==> config.mk <==
export PLATFORM = sky130hd
export DESIGN_NAME = dmem_port_arbiter
export DESIGN_NICKNAME = d
export VERILOG_FILES = /design/src/rtl/dmem_port_arbiter.sv
export SDC_FILE = /design/constraint.sdc
export NUM_CORES = 1
export LEC_CHECK = 0
export CAP_MARGIN = 20
export CORE_MARGIN = 8
export CORE_UTILIZATION = 40
export CTS_CLUSTER_SIZE = 20
export DETAILED_ROUTE_END_ITERATION = 12
export DONT_BUFFER_PORTS = 1
export GPL_TIMING_DRIVEN = 0
export SYNTH_ARGS = -nofsm -noshare
export SYNTH_HDL_FRONTEND = slang
export SYNTH_SLANG_ARGS = --single-unit
==> constraint.sdc <==
create_clock -name clk -period 1.6 [get_ports clk]
set_input_delay 0.32 -clock clk [delete_from_list [all_inputs] [get_ports clk]]
set_output_delay 0.32 -clock clk [all_outputs]
set_load 0.005 [all_outputs]
==> src/rtl/dmem_port_arbiter.sv <==
// Arbitrates the single-port data memory between the CPU MEM stage and the debug port.
// Define DMEM_DBG_PRIORITY_EN to make debug win every tie; otherwise ties alternate round-robin.
module dmem_port_arbiter #(
    parameter int MEM_LATENCY = 2,
    parameter int ADDR_W      = 32,
    parameter int DATA_W      = 32
) (
    input  logic                  clk,
    input  logic                  rst,
    input  logic                  cpu_req,
    input  logic [DATA_W/8-1:0]   cpu_we,
    input  logic [ADDR_W-1:0]     cpu_addr,
    input  logic [DATA_W-1:0]     cpu_wdata,
    output logic [DATA_W-1:0]     cpu_rdata,
    output logic                  cpu_stall,
    input  logic                  dbg_req,
    input  logic [DATA_W/8-1:0]   dbg_we,
    input  logic [ADDR_W-1:0]     dbg_addr,
    input  logic [DATA_W-1:0]     dbg_wdata,
    output logic [DATA_W-1:0]     dbg_rdata,
    output logic                  dbg_ack,
    output logic                  mem_en,
    output logic [DATA_W/8-1:0]   mem_we,
    output logic [ADDR_W-1:0]     mem_addr,
    output logic [DATA_W-1:0]     mem_wdata,
    input  logic [DATA_W-1:0]     mem_rdata
);

    localparam int BE_W  = DATA_W / 8;
    localparam int CNT_W = $clog2(MEM_LATENCY + 1);

    typedef enum logic [1:0] {IDLE, ACCESS, RESP} state_t;

    state_t           state;
    logic             owner;
    logic             last_owner;
    logic             keep;
    logic [CNT_W-1:0] count;
    logic             grant_dbg;
    logic             owner_req;

    // owner and last_owner use 1 for the debug port, 0 for the CPU
    always_comb begin
        grant_dbg = 1'b0;
`ifdef DMEM_DBG_PRIORITY_EN
        grant_dbg = dbg_req;
`else
        grant_dbg = dbg_req & (~cpu_req | ~last_owner);
`endif
    end

    assign owner_req = owner ? dbg_req : cpu_req;
    assign cpu_stall = rst & cpu_req & ~((state == RESP) & ~owner);

    always_ff @(posedge clk) begin
        if (!rst) begin
            state      <= IDLE;
            owner      <= 1'b0;
            last_owner <= 1'b1;
            keep       <= 1'b0;
            count      <= '0;
            mem_en     <= 1'b0;
            mem_we     <= '0;
            mem_addr   <= '0;
            mem_wdata  <= '0;
            cpu_rdata  <= '0;
            dbg_rdata  <= '0;
            dbg_ack    <= 1'b0;
        end else begin
            mem_en  <= 1'b0;
            dbg_ack <= 1'b0;
            case (state)
                IDLE: begin
                    if (cpu_req | dbg_req) begin
                        owner      <= grant_dbg;
                        last_owner <= grant_dbg;
                        mem_we     <= grant_dbg ? dbg_we    : cpu_we;
                        mem_addr   <= grant_dbg ? dbg_addr  : cpu_addr;
                        mem_wdata  <= grant_dbg ? dbg_wdata : cpu_wdata;
                        mem_en     <= 1'b1;
                        count      <= CNT_W'(MEM_LATENCY - 1);
                        keep       <= 1'b1;
                        state      <= ACCESS;
                    end
                end
                ACCESS: begin
                    // an owner that lets go mid-access still finishes on the memory but gets nothing back
                    keep <= keep & owner_req;
                    if (count == '0) begin
                        if (keep & owner_req & (mem_we == BE_W'(0))) begin
                            if (owner) dbg_rdata <= mem_rdata;
                            else       cpu_rdata <= mem_rdata;
                        end
                        dbg_ack <= owner & keep & owner_req;
                        state   <= RESP;
                    end else begin
                        count <= count - 1'b1;
                    end
                end
                RESP: begin
                    state <= IDLE;
                end
                default: begin
                    state <= IDLE;
                end
            endcase
        end
    end

endmodule
==> summary.md <==
| Metric | Value |
|---|---|
| Post-synthesis compound-gate area fraction | `0.184` |
| Psw | `2.51 mW` |
| Largest net degree at the start of global routing | `20` |
| Largest family of logic cells by synthesized area | `compound AO/OA/AOI/OAI gates` |
| TritonCTS Buffers | `17` |
| Max rail drop VDD | `0.684 mV` |
| Metal-1 WL | `7.32 mm` |
| Clk_skew | `0.00780 ns` |
| Worst-path clk slew | `0.06 ns` |
| DP HPWL | `15.7 mm` |
| Initial DRC Count | `230` |
| Die Area | `19100 µm²` |
| Clk_lat worst skew | `0.42 ns` |
| Vias in the first global route | `5427` |
| Crit-path leading delay family | `simple AND/OR/NAND/NOR gates` |
| Count leader, synth | `nand2_1` |
| Final hold viol count | `0` |
| PD cells | `1330 nW/µm²` |
| Pins Over Slew Limit | `0` |
| Worst Path Required | `1.93 ns` |
| Finished Cell Area | `7020 µm²` |
| Chip height | `138 µm` |
| WL/cell | `22.5 µm` |
| Simple-gate portion of the synthesized area | `0.167` |
| Buffers on Ports | `0` |
| CP Class | `reg2reg` |
| Crit. path cell count | `7` |
| Sw Ratio | `0.269` |
| Mux contribution to synthesized area | `0.109` |
| Final ANT Viol Nets | `0` |
| Ys Warns | `0` |
| Routed length on met2 | `10.2 mm` |
| Fmax | `637 MHz` |
| Max-cap violation count | `0` |
| Final Wtd Congestion | `0.802` |
| Residual DRC | `0` |
| Tightest Pin Transition | `0.663 ns` |
| Synth Flop Type | `dfxtp_1` |
| First-pass GRT wire length | `30.3 mm` |
| Asr flop ratio synth | `0` |
| Post-DP Area | `6200 µm²` |
| Fillers | `1432` |
| Xor/xnor share of the synthesized area | `0` |
| Layout Cells excl Fill | `898` |
| Top post-synthesis cells by count | `nand2_1 (234), dfxtp_1 (141), a21oi_1 (70), mux2i_1 (64), a311oi_1 (59)` |
| CP dominant cell by count | `buf_12` |
| Cells after Synth | `676` |
| DR WL met3 | `2.23 mm` |
| CP max FO | `8` |
| Clock power frac | `0.442` |
| Number of diodes | `0` |
| Share of layout cells above drive strength 1 | `0.154` |
| Root buffer cell | `clkbuf_16` |
| Post-synth top area share | `0.472` |
| Via count | `5141` |
| #FFs+latches synth | `141` |
| Critical Path, Cell by Cell | `inv_2 -> ha_4 -> and4bb_2 -> and4_4 -> buf_12 -> buf_12 -> mux2i_1` |
| Setup TNS | `0 ns` |
| Initial Util | `0.410` |
| Placed Cells | `860` |
| Slowest library cell on the worst path | `dfxtp_2` |
| Crit path capture type | `register` |
| Router iterations before antenna repair | `4` |
| Finish-stage setup viols | `0` |
| Final Critical Period | `1.57 ns` |
| Reg power frac | `0.434` |
| Via/cell ratio | `5.72` |
| Mean post-synth cell area | `8.84 µm²` |
| Post-synthesis sequential area ratio | `0.472` |
| Post-synth EDFFs | `0` |
| GRT Total Usage | `0.198` |
| P_int | `6.84 mW` |
| CTS tree | `built` |
| Top routing layer in use | `met4` |
| Largest buffer count on any clock path | `2` |
| Area grow syn2layout | `17.5%` |
| Post-Synthesis Cell Area | `5970 µm²` |
| Worst EP arrival | `1.90 ns` |
| Initial antenna violation count | `0` |
| Drt total wl | `20.2 mm` |
| Core Util, Final | `0.481` |
| RSZ-0062 raised after global routing | `yes` |
| Tightest Hold Check Type | `in2reg` |
| H-tree depth | `4` |
| Syn_nets | `849` |
| Num rows | `44` |
| Library cells used by synthesis | `36` |
| Max_slew headroom | `0.558` |
| CP Launch Type | `register` |
| Reg2reg path depth | `7` |
| LEAKAGE | `2.83 nW` |
| Synth Area in Adders | `0.00209` |
| Logic pwr share | `0.124` |
| Worst path bufs/invs | `3` |
| Nets | `874` |
| CTS sink cnt | `141` |
| Leading area contributor after synthesis | `dfxtp_1` |
| Die W | `138 µm` |
| Synth area leaders | `dfxtp_1 (47%), nand2_1 (15%), mux2i_1 (11%)` |
| Worst hold stages | `2` |
| Hold_buf cts | `0` |
| Max incr delay on CP | `0.33 ns` |
| Congestion Overflow GR | `0` |
| Outcome | `completed` |
| Core Area | `14600 µm²` |
| Fin crit share | `0.981` |
| I/O pins | `307` |
cell families after synthesis:
family,count (synthesis)
AND/OR/NAND/NOR,250
multiplexers,65
adder cells (fa/ha/maj),1
AO/OA/AOI/OAI,150
flip-flops,141
buffers and inverters,69
routing by layer:
metal / global-route usage / vias to the layer above
li1: - / 2425
met1: 0.203 / 2429
met2: 0.335 / 248
met3: 0.102 / 39
met4: 0.0784 / 0
met5: 0 / -
flip-flops by register name (all words and copies together), names as in the netlist, 2 cells and up:
| signal | flops |
|---|---|
| cpu_rdata | 32 |
| dbg_rdata | 32 |
| mem_addr | 32 |
| mem_wdata | 32 |
| mem_we | 4 |
| count | 2 |
| state | 2 |
power groups by stage:
stage	registers [mW]	clock network (mW)	logic, mW
final	4.06	4.13	1.16
after global routing	4.09	4.36	1.30
after CTS	4.06	4.20	1.12
after detailed placement	4.13	0	1.11
after global placement	4.12	0	1.07
after floorplan	4.01	0	0.864
through the flow:
step	worst slack [ns]	hold WS, ns	power (mW)
6_report	0.0309	0.0578	9.35
5_1_grt	-0.0326	0.0420	9.75
4_1_cts	-0.00414	0.0421	9.38
3_5_place_dp	-0.386	0.480	5.23
3_3_place_gp	-0.373	0.462	5.19
2_1_floorplan	0.0959	0.443	4.88
cell type report:
type                       count  area, µm²  share of cell area
sequential                   141       2830               0.403
clock inverter                12        159              0.0226
inverter                       4       15.0             0.00214
multi-input combinational    466       2820               0.401
clock buffer                  20        467              0.0665
buffer                        63        388              0.0552
tap                          184        230              0.0328
timing repair buffer           8        113              0.0160
placed cells by master, fill, tap and decap left out, types with 4 or more instances in the layout:
| master | instances |
|---|---|
| nand2_1 | 234 |
| dfxtp_1 | 136 |
| a21oi_1 | 70 |
| mux2i_1 | 64 |
| a311oi_1 | 59 |
| buf_2 | 22 |
| clkbuf_16 | 20 |
| clkbuf_1 | 19 |
| buf_4 | 14 |
| a311oi_2 | 9 |
| clkbuf_2 | 5 |
| buf_12 | 4 |
| dfxtp_2 | 4 |
path summary, 6_finish.rpt:
| path | start | to | slack (ns) |
|---|---|---|---|
| min | cpu_wdata[24] | mem_wdata[24] | 0.06 |
| min reg2reg | count[0] | count[0] | 0.47 |
| max | count[0] | cpu_rdata[5] | 0.03 |
| max reg2reg | count[0] | cpu_rdata[5] | 0.03 |
repair_timing:
| item | CTS | global route |
|---|---|---|
| cloned | 0 | 3 |
| buffers inserted | 1 | 4 |
| gates resized for setup | 10 | 20 |
| pin swaps | 1 | 3 |
| endpoints found under the setup margin | 129 | 103 |
(Power assumes the default switching activity.)
